File: config.mk
export PLATFORM = sky130hd
export DESIGN_NAME = wb_arbiter2
export DESIGN_NICKNAME = d
export VERILOG_FILES = /design/src/rtl/wb_pkg.sv /design/src/rtl/wb_outst_cnt.sv /design/src/rtl/wb_arbiter2.sv
export SDC_FILE = /design/constraint.sdc
export NUM_CORES = 1
export LEC_CHECK = 0
export CORE_MARGIN = 2
export CORE_UTILIZATION = 27
export DETAILED_ROUTE_END_ITERATION = 10
export PLACE_DENSITY = 0.88
export SETUP_SLACK_MARGIN = 0.5
export SLEW_MARGIN = 20
export SYNTH_ARGS = -nofsm -noshare
export SYNTH_HDL_FRONTEND = slang
export SYNTH_SLANG_ARGS = --single-unit
File: constraint.sdc
create_clock -name clk -period 4.6 [get_ports clk]
set_clock_uncertainty 0.15 [all_clocks]
set_input_delay 0.69 -clock clk [delete_from_list [all_inputs] [get_ports clk]]
set_output_delay 0.69 -clock clk [all_outputs]
set_load 0.02 [all_outputs]
File: src/rtl/wb_pkg.sv
// rtl/wb_pkg.sv - shared Wishbone arbiter types and bus constants
package wb_pkg;

  localparam int WB_DW = 16;

  typedef enum logic [1:0] {
    IDLE = 2'd0,
    G0   = 2'd1,
    G1   = 2'd2
  } arb_state_t;

endpackage

File: src/rtl/wb_outst_cnt.sv
// rtl/wb_outst_cnt.sv - saturating outstanding-request counter with full/zero flags
module wb_outst_cnt #(
  parameter int MAX   = 4,
  parameter int CNT_W = $clog2(MAX + 1)
) (
  input  logic clk,
  input  logic reset_n,
  input  logic clr_i,
  input  logic inc_i,
  input  logic dec_i,
  output logic full_o,
  output logic zero_o
);

  localparam logic [CNT_W-1:0] MAX_C = CNT_W'(MAX);
  localparam logic [CNT_W-1:0] ONE_C = CNT_W'(1);

  logic [CNT_W-1:0] count_q, count_d;

  // Simultaneous inc and dec cancel; both ends hold instead of wrapping.
  always_comb begin
    count_d = count_q;
    if (clr_i) begin
      count_d = '0;
    end else if (inc_i && !dec_i && count_q != MAX_C) begin
      count_d = count_q + ONE_C;
    end else if (dec_i && !inc_i && count_q != '0) begin
      count_d = count_q - ONE_C;
    end
  end

  always_ff @(posedge clk or negedge reset_n) begin
    if (!reset_n) begin
      count_q <= '0;
    end else begin
      count_q <= count_d;
    end
  end

  assign full_o = (count_q == MAX_C);
  assign zero_o = (count_q == '0);

endmodule

File: src/rtl/wb_arbiter2.sv
// rtl/wb_arbiter2.sv - two-master round-robin arbiter for a pipelined Wishbone slave
module wb_arbiter2
  import wb_pkg::*;
#(
  parameter int  MAX_OUTST = 4,
  parameter int  ADR_W     = 16,
  localparam int CNT_W     = $clog2(MAX_OUTST + 1)
) (
  input  logic             clk,
  input  logic             reset_n,
  input  logic [ADR_W-1:0] m0_adr_i,
  input  logic [WB_DW-1:0] m0_dat_i,
  input  logic             m0_we_i,
  input  logic             m0_cyc_i,
  input  logic             m0_stb_i,
  output logic [WB_DW-1:0] m0_dat_o,
  output logic             m0_ack_o,
  output logic             m0_stall_o,
  input  logic [ADR_W-1:0] m1_adr_i,
  input  logic [WB_DW-1:0] m1_dat_i,
  input  logic             m1_we_i,
  input  logic             m1_cyc_i,
  input  logic             m1_stb_i,
  output logic [WB_DW-1:0] m1_dat_o,
  output logic             m1_ack_o,
  output logic             m1_stall_o,
  output logic [ADR_W-1:0] s_adr_o,
  output logic [WB_DW-1:0] s_dat_o,
  output logic             s_we_o,
  output logic             s_cyc_o,
  output logic             s_stb_o,
  input  logic [WB_DW-1:0] s_dat_i,
  input  logic             s_ack_i,
  input  logic             s_stall_i,
  output logic [1:0]       owner_o,
  output logic             err_o
);

  arb_state_t state_q, state_d;
  logic       last_q, last_d;
  logic       err_q, err_d;
  logic       full, zero;
  logic       owner_cyc, release_arb, accept, fwd_ack;

  assign owner_cyc   = (state_q == G0 && m0_cyc_i) || (state_q == G1 && m1_cyc_i);
  assign release_arb = (state_q != IDLE) && !owner_cyc;
  assign accept      = s_stb_o && !s_stall_i;
  // An ack with nothing outstanding belongs to an aborted cycle and is swallowed.
  assign fwd_ack     = s_ack_i && !zero && (state_q != IDLE);
  assign err_d       = err_q || (s_ack_i && zero);

  // last_q: 0 = m0 won most recently, 1 = m1.
  always_comb begin
    state_d = state_q;
    last_d  = last_q;
    unique case (state_q)
      IDLE: begin
        if (m0_cyc_i && (!m1_cyc_i || last_q)) begin
          state_d = G0;
          last_d  = 1'b0;
        end else if (m1_cyc_i) begin
          state_d = G1;
          last_d  = 1'b1;
        end
      end
      G0: begin
        if (!m0_cyc_i) begin
          state_d = m1_cyc_i ? G1 : IDLE;
          if (m1_cyc_i) last_d = 1'b1;
        end
      end
      G1: begin
        if (!m1_cyc_i) begin
          state_d = m0_cyc_i ? G0 : IDLE;
          if (m0_cyc_i) last_d = 1'b0;
        end
      end
      default: state_d = IDLE;
    endcase
  end

  always_comb begin
    s_adr_o    = '0;
    s_dat_o    = '0;
    s_we_o     = 1'b0;
    s_cyc_o    = 1'b0;
    s_stb_o    = 1'b0;
    m0_dat_o   = '0;
    m0_ack_o   = 1'b0;
    m0_stall_o = 1'b1;
    m1_dat_o   = '0;
    m1_ack_o   = 1'b0;
    m1_stall_o = 1'b1;
    unique case (state_q)
      G0: begin
        s_adr_o    = m0_adr_i;
        s_dat_o    = m0_dat_i;
        s_we_o     = m0_we_i;
        s_cyc_o    = m0_cyc_i;
        s_stb_o    = m0_stb_i && !full;
        m0_dat_o   = s_dat_i;
        m0_ack_o   = fwd_ack;
        m0_stall_o = s_stall_i || full;
      end
      G1: begin
        s_adr_o    = m1_adr_i;
        s_dat_o    = m1_dat_i;
        s_we_o     = m1_we_i;
        s_cyc_o    = m1_cyc_i;
        s_stb_o    = m1_stb_i && !full;
        m1_dat_o   = s_dat_i;
        m1_ack_o   = fwd_ack;
        m1_stall_o = s_stall_i || full;
      end
      default: ;
    endcase
  end

  wb_outst_cnt #(
    .MAX   (MAX_OUTST),
    .CNT_W (CNT_W)
  ) u_outst_cnt (
    .clk     (clk),
    .reset_n (reset_n),
    .clr_i   (release_arb),
    .inc_i   (accept),
    .dec_i   (fwd_ack),
    .full_o  (full),
    .zero_o  (zero)
  );

  always_ff @(posedge clk or negedge reset_n) begin
    if (!reset_n) begin
      state_q <= IDLE;
      last_q  <= 1'b1;
      err_q   <= 1'b0;
    end else begin
      state_q <= state_d;
      last_q  <= last_d;
      err_q   <= err_d;
    end
  end

  assign owner_o = {state_q == G1, state_q == G0};
  assign err_o   = err_q;

endmodule

==> run metrics <==
outcome=complete, no violations; Fin Hold WS=0.324 ns; Hold Path Sink=err_o$_DFF_PN0_; R2R cell count=10; reg2reg setup slack=2.13 ns; initial core utilization=27.5%; number of buffers created by CTS=3; PwrDens=527 mW/mm2; CORE AREA=0.00429 mm2; final setup margin=1.29 ns; total power=1.53 mW; crit path DAT=2.47 ns; CTS tree=yes; first-pass GRT wire length=8.51 mm; remaining routing DRC violations=0; slowest stage delay, CP=0.62 ns; post-placement worst setup slack=1.52 ns; worst min-delay path startpoint=err_o$_DFF_PN0_; GP Congestion=0.811; wire length per cell=15.2 um; Yosys top cell area share=23.7%; # diodes=0; vias after detailed routing=1696; Root Driver=clkbuf_8; largest net degree at the start of global routing=33; H-tree levels=1; Die Height=70.2 um; final-stage net count=400; setup bufs post-CTS=0; fin crit share=71.9%; Cells after Synth=145; row cnt=24; Via density=4.78; final slew viol count=0; ratio of cells with drive above 1 in the final layout=4.62%; min cycle time layout=3.31 ns; Total GRT Usage=21.2%; post-route cell area=0.00289 mm2; Routed Antenna Nets=0; die area=0.00492 mm2; Clock Path Buffers=2; antenna violations before repair=0; Worst Setup Start Kind=flop; worst setup path category=flop to output pin; Die X=70.2 um; number of synthesized register bits=7; area leader, netlist=a22o_1; maxcap violations=0; Reg clk slew, reported paths=0.04 ns; hold_buf cts=0; CP Max Fanout=32; transition time of the tightest slew-check pin=0.633 ns; CP Cell Sequence=inv_1, ha_1, and2_1, buf_4, a22o_1, clkdlybuf4s50_1; Cell Area, Synth=0.00118 mm2; Mapped Avg Cell Area=8.15 um2; synth warn=0; Max VDD drop=0.386 mV; Clock Sinks=7; synth top area cells=a22o_1 24%, and2_1 18%, dfrtp_1 13%; number of global-route vias before repair=1615; Seq/Total Area, Yosys=14.9%; unrepaired setup endpoints after global routing=false; Hold Fails Final Rpt=0; DP HPWL=4.39 mm; Post-Route Setup TNS=0 ns; Non-Filler Instances=355; Final Setup Violations=0; Cells after DPL=351; fill count=362; leakage=1.16 nW; 1st-pass router iterations=4; Detailed Route WL=5.41 mm; grt ovf=0; Post-CTS Resized=0; hold path depth=1; fmax=0.302 GHz; DRT iter0 DRCs=71; Slew HR=57.8%; CP endpoint kind=output pin; Placement Cell Area=0.00285 mm2; Critical Path Slowest Stage Cell=clkdlybuf4s50_1; syn_nets=241; Synth cell types=32; clk_lat worst skew=0.23 ns; I/O Buffers=163; worst min path class=flop to flop; CP Data Required Time=3.76 ns; synthesis-to-finish area growth=145%; launch point of the worst reg-to-reg path=state_q[0]$_DFFE_PN0P_; RR Endpoint=u_outst_cnt.count_q[2]$_DFFE_PN0P_; # IOs=164; Core Util, Final=67.4%
-- synthesized netlist by cell type --
| master | count |
|---|---|
| xnor2_4 | 1 |
| nand2_1 | 8 |
| inv_1 | 6 |
| a22oi_1 | 3 |
| nor3b_2 | 1 |
| a211oi_1 | 1 |
| mux2_4 | 1 |
| and3_1 | 3 |
| a22o_1 | 32 |
| clkbuf_1 | 6 |
| dfrtp_1 | 6 |
| a21oi_1 | 1 |
| dfstp_2 | 1 |
| a32o_1 | 1 |
| buf_2 | 6 |
| and4bb_4 | 1 |
| ha_1 | 5 |
| or3_4 | 1 |
| mux2i_1 | 4 |
| o21bai_1 | 1 |
| nor3_1 | 1 |
| nor2_1 | 3 |
| nand2b_1 | 6 |
| o31ai_1 | 1 |
| fa_1 | 1 |
| mux2_2 | 1 |
| and2_4 | 1 |
| a222oi_1 | 1 |
| and2_1 | 34 |
| o21ai_0 | 3 |
| or3_1 | 1 |
| nor2b_1 | 3 |
-- kinds of logic after synthesis --
| kind of cell | after synthesis | synth area share, % |
|---|---|---|
| AOI/OAI and AO/OA | 44 | 30.9 |
| buffers and inverters | 18 | 6.35 |
| xor gates and xnor gates | 1 | 2.33 |
| adders and majority gates | 6 | 6.98 |
| and+or+nand+nor | 63 | 32.9 |
| muxes | 6 | 5.61 |
| DFF | 7 | 14.9 |
-- sequential cells by signal, summed over array words and instances, names as in the netlist --
signal               flops
last_q                   1
u_outst_cnt.count_q      3
state_q                  2
err_o                    1
-- layout make-up --
class,count,area [um2],area share [%]
Timing Repair Buffer,166,1650,57.2
Sequential cell,7,176,6.10
Tap cell,52,65.1,2.25
Multi-Input combinational cell,120,931,32.2
Clock buffer,4,45.0,1.56
Inverter,6,22.5,0.778
-- cell usage in the layout, fill, tap and decap left out, types with 4 or more instances in the layout --
cell type / instances
a22o_1: 32
and2_1: 34
clkdlybuf4s50_1: 163
dfrtp_1: 6
ha_1: 5
inv_1: 6
mux2i_1: 4
nand2_1: 8
nand2b_1: 6
-- report_power, final --
part / total [mW] / internal (mW) / switching [mW]
Combinational: 1.33 / 0.663 / 0.665
Clock: 0.0895 / 0.0602 / 0.0293
Sequential: 0.109 / 0.0865 / 0.0226
-- how the worst max path moves through the flow --
stage,startpoint,endpoint,slack (ns),cells past startpoint
2_1_floorplan,state_q[1]$_DFFE_PN0P_,s_adr_o[0],2.15,6
3_3_place_gp,state_q[0]$_DFFE_PN0P_,s_dat_o[6],1.55,6
3_5_place_dp,state_q[1]$_DFFE_PN0P_,s_dat_o[6],1.52,6
4_1_cts,state_q[1]$_DFFE_PN0P_,s_dat_o[6],1.26,6
5_1_grt,state_q[0]$_DFFE_PN0P_,s_dat_o[6],1.17,6
6_report,state_q[1]$_DFFE_PN0P_,s_dat_o[6],1.29,6
-- per-layer routing --
metal / vias to the layer above / wire (um) / GRT usage (%)
met5: - / 0 / 0
met4: 0 / 27 / 4.49
met3: 4 / 401 / 3.75
met2: 76 / 2780 / 39.0
met1: 778 / 2210 / 25.6
li1: 838 / - / -
-- worst max-delay path, delay by kind of cell (launching register included) --
| kind | cells | cell delay (ns) |
|---|---|---|
| and+or+nand+nor | 1 | 0.16 |
| buffers and inverters | 3 | 1.02 |
| adders and majority gates | 1 | 0.41 |
| DFF | 1 | 0.41 |
| AOI/OAI and AO/OA | 1 | 0.23 |
Note: power is estimated with default switching activity, not from simulation.
